**src/rtl/pixel_write_arbiter_if.sv**
```systemverilog
// Requester handshakes and pixel-memory write bus shared by the two point
// generators (master side) and the write arbiter (slave side).
interface pixel_write_arbiter_if;
    logic       req0_valid;
    logic [8:0] req0_x;
    logic [8:0] req0_y;
    logic       req0_ready;
    logic       req1_valid;
    logic [8:0] req1_x;
    logic [8:0] req1_y;
    logic       req1_ready;
    logic [8:0] writeX;
    logic [8:0] writeY;
    logic       wrEnable;

    // A point moves on any rising edge where reqN_valid && reqN_ready; ready is
    // combinational from valid/enable/last_grant only and at most one is high.
    modport master (
        output req0_valid, req0_x, req0_y,
        output req1_valid, req1_x, req1_y,
        input  req0_ready, req1_ready,
        input  writeX, writeY, wrEnable
    );

    modport slave (
        input  req0_valid, req0_x, req0_y,
        input  req1_valid, req1_x, req1_y,
        output req0_ready, req1_ready,
        output writeX, writeY, wrEnable
    );
endinterface

```
**src/rtl/pixel_write_arbiter.sv**
```systemverilog
// Round-robin arbiter for the single frame-buffer write port: range-checks each
// accepted point, registers it onto the write bus and keeps saturating counts.
module pixel_write_arbiter #(
    parameter logic [8:0] MAX_X  = 9'd479,
    parameter logic [8:0] MAX_Y  = 9'd479,
    parameter int         CNT_W  = 20,
    parameter int         DROP_W = 16
) (
    input  logic                  clk,
    input  logic                  reset,
    input  logic                  enable,
    pixel_write_arbiter_if.slave  bus,
    output logic                  last_grant,
    output logic [CNT_W-1:0]      count_written,
    output logic [DROP_W-1:0]     count_dropped
);

    logic       grant0;
    logic       grant1;
    logic       any_grant;
    logic [8:0] grant_x;
    logic [8:0] grant_y;
    logic       in_range;

    logic [8:0] write_x_q;
    logic [8:0] write_y_q;
    logic       wr_enable_q;

    // On contention the requester that was not served last wins.
    always_comb begin
        grant0 = enable && bus.req0_valid && (!bus.req1_valid || last_grant);
        grant1 = enable && bus.req1_valid && (!bus.req0_valid || !last_grant);
    end

    assign any_grant = grant0 || grant1;
    assign grant_x   = grant1 ? bus.req1_x : bus.req0_x;
    assign grant_y   = grant1 ? bus.req1_y : bus.req0_y;
    assign in_range  = (grant_x <= MAX_X) && (grant_y <= MAX_Y);

    assign bus.req0_ready = grant0;
    assign bus.req1_ready = grant1;
    assign bus.writeX     = write_x_q;
    assign bus.writeY     = write_y_q;
    assign bus.wrEnable   = wr_enable_q;

    always_ff @(posedge clk or posedge reset) begin
        if (reset) begin
            write_x_q     <= '0;
            write_y_q     <= '0;
            wr_enable_q   <= 1'b0;
            last_grant    <= 1'b1;
            count_written <= '0;
            count_dropped <= '0;
        end else if (any_grant) begin
            last_grant <= grant1;
            write_x_q  <= grant_x;
            write_y_q  <= grant_y;
            // Out-of-range points are still accepted so a requester never stalls.
            if (in_range) begin
                wr_enable_q <= 1'b1;
                if (count_written != '1)
                    count_written <= count_written + 1'b1;
            end else begin
                wr_enable_q <= 1'b0;
                if (count_dropped != '1)
                    count_dropped <= count_dropped + 1'b1;
            end
        end else begin
            wr_enable_q <= 1'b0;
        end
    end

endmodule

```
**src/flat_wrapper.sv**
```systemverilog
// flat-port wrapper written by rule: the top's interface ports become plain ports
module pixel_write_arbiter_flat 
#(
    parameter logic [8:0] MAX_X  = 9'd479,
    parameter logic [8:0] MAX_Y  = 9'd479,
    parameter int         CNT_W  = 20,
    parameter int         DROP_W = 16
)
  (clk, reset, enable, last_grant, count_written, count_dropped, bus_req0_valid, bus_req0_x, bus_req0_y, bus_req1_valid, bus_req1_x, bus_req1_y, bus_req0_ready, bus_req1_ready, bus_writeX, bus_writeY, bus_wrEnable);
  pixel_write_arbiter_if bus_i ();
  input  logic clk;
  input  logic reset;
  input  logic enable;
  output logic last_grant;
  output logic [CNT_W-1:0] count_written;
  output logic [DROP_W-1:0] count_dropped;
  input wire logic [$bits(bus_i.req0_valid)-1:0] bus_req0_valid;
  input wire logic [$bits(bus_i.req0_x)-1:0] bus_req0_x;
  input wire logic [$bits(bus_i.req0_y)-1:0] bus_req0_y;
  input wire logic [$bits(bus_i.req1_valid)-1:0] bus_req1_valid;
  input wire logic [$bits(bus_i.req1_x)-1:0] bus_req1_x;
  input wire logic [$bits(bus_i.req1_y)-1:0] bus_req1_y;
  output wire logic [$bits(bus_i.req0_ready)-1:0] bus_req0_ready;
  output wire logic [$bits(bus_i.req1_ready)-1:0] bus_req1_ready;
  output wire logic [$bits(bus_i.writeX)-1:0] bus_writeX;
  output wire logic [$bits(bus_i.writeY)-1:0] bus_writeY;
  output wire logic [$bits(bus_i.wrEnable)-1:0] bus_wrEnable;
  assign bus_i.req0_valid = bus_req0_valid;
  assign bus_i.req0_x = bus_req0_x;
  assign bus_i.req0_y = bus_req0_y;
  assign bus_i.req1_valid = bus_req1_valid;
  assign bus_i.req1_x = bus_req1_x;
  assign bus_i.req1_y = bus_req1_y;
  assign bus_req0_ready = bus_i.req0_ready;
  assign bus_req1_ready = bus_i.req1_ready;
  assign bus_writeX = bus_i.writeX;
  assign bus_writeY = bus_i.writeY;
  assign bus_wrEnable = bus_i.wrEnable;
  pixel_write_arbiter #(.MAX_X(MAX_X), .MAX_Y(MAX_Y), .CNT_W(CNT_W), .DROP_W(DROP_W)) u_core (.clk(clk), .reset(reset), .enable(enable), .bus(bus_i), .last_grant(last_grant), .count_written(count_written), .count_dropped(count_dropped));
endmodule
```
**config.mk**
```make
export PLATFORM = sky130hd
export DESIGN_NAME = pixel_write_arbiter_flat
export DESIGN_NICKNAME = d
export VERILOG_FILES = /design/src/rtl/pixel_write_arbiter_if.sv /design/src/rtl/pixel_write_arbiter.sv /design/src/flat_wrapper.sv
export SDC_FILE = /design/constraint.sdc
export NUM_CORES = 1
export LEC_CHECK = 0
export CAP_MARGIN = 20
export CORE_ASPECT_RATIO = 1.5
export CORE_UTILIZATION = 48
export DETAILED_ROUTE_END_ITERATION = 6
export MAX_ROUTING_LAYER = met4
export PLACE_DENSITY = 0.93
export SLEW_MARGIN = 10
export SYNTH_ARGS = -nofsm -noshare
export SYNTH_HDL_FRONTEND = slang
export SYNTH_SLANG_ARGS = --single-unit
```
**constraint.sdc**
```tcl
create_clock -name clk -period 3.61 [get_ports clk]
set_input_delay 0.722 -clock clk [delete_from_list [all_inputs] [get_ports clk]]
set_output_delay 0.722 -clock clk [all_outputs]
set_load 0.02 [all_outputs]
```
**Word-level counts from Yosys, hierarchy flattened**

Cells that the tools add are included.

- Equal/unequal tests: 2
- Reduce and logical (&&, ||, !) cells: 13
- Bitwise logic cells: 1
- Multiply operators: 0
- Multiplexer cells: 4
- Shift operators: 0
- Magnitude comparators: 2
- Add/subtract/negate cells: 2
- Divide/modulo/power cells: 0

Operator list:

| operator | count |
|---|---|
| adder 20 x 1 -> 20 bit (second input constant) | 1 |
| inequality test 20 bit (second input constant) | 1 |
| <= comparator 9 bit (second input constant) | 2 |
| two-way mux 9 bit | 2 |
| adder 16 x 1 -> 16 bit (second input constant) | 1 |
| inequality test 16 bit (second input constant) | 1 |
| AND reduction 3 bit | 2 |
| logical AND 1 bit | 5 |
| logical NOT 1 bit | 3 |
| logical OR 1 bit | 3 |
| two-way mux 1 bit | 2 |
| NOT 1 bit | 1 |

- Memory bits (read-only): 0
- Register bits after elaboration: 56
- RAM bits: 0
- Memories kept: 0
- Bits of input ports: 41
- Bits in latches: 0
- Word-level logic and storage cells: 30

**Logic depth before layout (Yosys ltp)**

- Depth after elaboration: 8
- Mapped depth: 7

**Worst setup path after synthesis**

Ideal clock, no wire load.

- Path kind: input-to-reg
- Start: in bus_req0_valid
- End: reg u_core.count_dropped[14]
- Stages on the path: 6
- Arrival: 1.815 ns
- Slack: 1.670 ns
- Path buffers: 0
- Cells stage by stage: nand2_1 > a31o_2 > clkinv_2 > a22oi_4 > and4bb_2 > mux2_2

- Elaborated cells between the ends (all ways): 13
- Classes of those cells: 2 x order compare; 2 x mux; 1 x bitwise; 8 x reduce/logical

RTL lines:

| element | line | source |
|---|---|---|
| from (decl) | flat_wrapper.sv:17 | `input wire logic [$bits(bus_i.req0_valid)-1:0] bus_req0_valid;` |
| logical AND 1 bit (2 in a row) | pixel_write_arbiter.sv:31 | `grant0 = enable && bus.req0_valid && (!bus.req1_valid \|\| last_grant);` |
| net bus_req0_ready | flat_wrapper.sv:23 | `output wire logic [$bits(bus_i.req0_ready)-1:0] bus_req0_ready;` |
| logical OR 1 bit | pixel_write_arbiter.sv:35 | `assign any_grant = grant0 \|\| grant1;` |
| AND reduction 3 bit (no source line) | -- |  |
| to (signal assigned) | pixel_write_arbiter.sv:66 | `count_dropped <= count_dropped + 1'b1;` |
| to (decl) | pixel_write_arbiter.sv:15 | `output logic [DROP_W-1:0] count_dropped` |

The timed path passes the listed nets, and every way through them passes these cells.
A chain may end at the register's enable or synchronous reset.

**Final worst setup path**

- Start: in bus_req0_valid
- End: out bus_req0_ready

- Word-level cells in the longest chain between the ends: 2

RTL lines:

| element | line |
|---|---|
| logical AND 1 bit (2 in a row) | pixel_write_arbiter.sv:31 |
| to (decl) | flat_wrapper.sv:23 |

Every way passes these cells.

==> qor.csv <==
metric;value;unit
ios;99;
synth-seq-cells;56;
grt_pass1_vias;2416;
endpoint_kind;primary output;
grt_pass1_wl;11.0;mm
final_cell_mix;clkdlybuf4s50_1 (98), dfrtp_1 (55), nor2_1 (33);
diodes;0;
track_usage;24.2;%
die_width;63.5;µm
cts_tree;built;
post_cts_buffers;0;
avgRoutedWirePerCell;15.1;µm
startpoint_type;input port;
tns;0;ps
hold_class;reg2reg;
syn_nets;313;
fmax;320;MHz
ant_nets;0;
p_int;1160;µW
drc;0;
root_buffer;clkbuf_8;
p_leak;0.00163;µW
cts_hold_buf;0;
fin_skew;4.20;ps
pwr-share-comb;32.6;%
grt_max_degree;31;
crit_path_max_fanout;12;
slew_headroom;42.0;%
clk_latency;300;ps
syn_to_final_growth;41.6;%
synthesis.area;2730;µm²
worst-setup-path-type;in2out;
ys_async_sr_fraction;100;%
outcome;finished clean;
dr_total_vias;2434;
drive_gt1_share;8.70;%
port_buffers;98;
first_iter_violations;104;
hold_violations;0;
period_share;86.6;%
h-tree-depth;2;
grt_antenna_before_repair;0;
power_frac_seq;47.5;%
synthCells;270;
firstDrtPassIters;4;
worstMarginPinSlew;870;ps
grt_overflow;0;
ir_drop;0.550;mV
post_synth.cell_area_avg;10.1;µm²
clkTransAtPathRegs;90;ps
clkSinkCount;56;
rows;33;
post_cts_resized;0;
synth_warnings;0;
max_cap_viol_count;0;
dieHeight;94.3;µm
final_common_cell;clkdlybuf4s50_1;
crit_arrival;2410;ps
fin_crit;3130;ps
nets;411;
place_congestion;0.823;
dpl.hpwl;4.81;mm
p_sw_share;32.9;%
synth_cell_types;38;
totalWireLength;6.63;mm
die-area;5990;µm²
ys_seq_area_share;51.5;%
rsz0062_at_grt;no;
p_per_area;450;nW/µm²
netSwitchingPower;571;µW
vias_per_cell;5.56;
core;5450;µm²
power_frac_clock;19.9;%
fin_util;70.8;%
synth_edf_count;0;
final-setup-viol-count;0;
numCtsBuffers;5;
ys.flop_type;dfrtp_1;
clock_path_buffers;2;
initial_core_util;50.0;%
drv_slew;0;
worst_ep_required_time;2890;ps
## sequential cells by signal, summed over array words and instances (netlist names)
name and count:
u_core.bus.wrEnable 1, u_core.count_dropped 16, u_core.bus.writeY 9, u_core.bus.writeX 9, u_core.count_written 20, u_core.last_grant 1
## power groups by stage
stage / logic [µW] / clock network [µW] / registers, µW
2_1_floorplan: 176 / 0 / 934
3_3_place_gp: 557 / 0 / 828
3_5_place_dp: 568 / 0 / 832
4_1_cts: 571 / 361 / 822
5_1_grt: 611 / 384 / 841
6_report: 566 / 345 / 823
## logic make-up after synthesis
family | count (synthesis) | synth area share, %
XOR/XNOR | 31 | 9.96
multiplexers | 4 | 1.65
AND/OR/NAND/NOR | 132 | 26.0
adder cells (fa/ha/maj) | 2 | 0.918
AO/OA/AOI/OAI | 27 | 6.84
buffers and inverters | 18 | 3.12
flip-flops | 56 | 51.5
## routing by layer
layer	up-vias	share of wire, %	global-route usage [%]
met3	7	4.8	4.13
met2	80	52	41.3
li1	1149	-	-
met4	0	1.6	8.52
met5	-	0	-
met1	1198	42	28.5
## worst max-delay path: stages
cell and delay, ps:
clkdlybuf4s50_1 540, nand2_1 90, a31o_2 350, clkinv_2 110, clkdlybuf4s50_1 600
## worst paths after layout
path,startpoint,cells after the start,slack (ps),endpoint
worst max-delay path,bus_req0_valid,5,480,bus_req0_ready
worst min-delay path,u_core.count_dropped[9],1,490,u_core.count_dropped[9]
worst max register to register,u_core.count_dropped[0],6,1390,u_core.count_dropped[1]
worst min register to register,u_core.count_dropped[9],1,490,u_core.count_dropped[9]
max in group asynchronous,reset,3,1990,u_core.last_grant
min in group asynchronous,reset,2,780,u_core.bus.writeY[7]
## layout make-up
type | instances | area [µm²]
multi-input combinational | 196 | 1240
tap | 70 | 87.6
fill | 409 | 1590
sequential | 56 | 1400
clock inverter | 1 | 8.76
inverter | 7 | 27.5
clock buffer | 6 | 82.6
timing repair buffer | 102 | 1010
## Yosys cell counts, types with 4 or more instances
master,instances,area [µm²]
and3_1,9,56.3
nor2_1,33,124
inv_1,5,18.8
mux2_2,4,45.0
o22ai_1,11,68.8
dfrtp_1,55,1380
nand4_1,16,100
xnor2_1,19,166
nand3_1,18,90.1
and2_1,4,25.0
buf_2,4,20.0
nand2_1,30,113
nor4_2,7,87.6
a31oi_1,9,56.3
xor2_1,12,105
clkbuf_1,4,15.0
nor3_1,5,25.0
## stage by stage
stage	total power, µW	area, µm²	hold slack [ps]	std cells	setup slack [ps]
floorplan	1110	2730	557	270	1520
global placement	1390	3770	472	431	504
detailed placement	1400	3770	474	431	483
CTS	1750	3860	490	438	478
global route	1840	3860	504	438	433
finish	1730	3860	489	438	483
(Power assumes the default switching activity.)
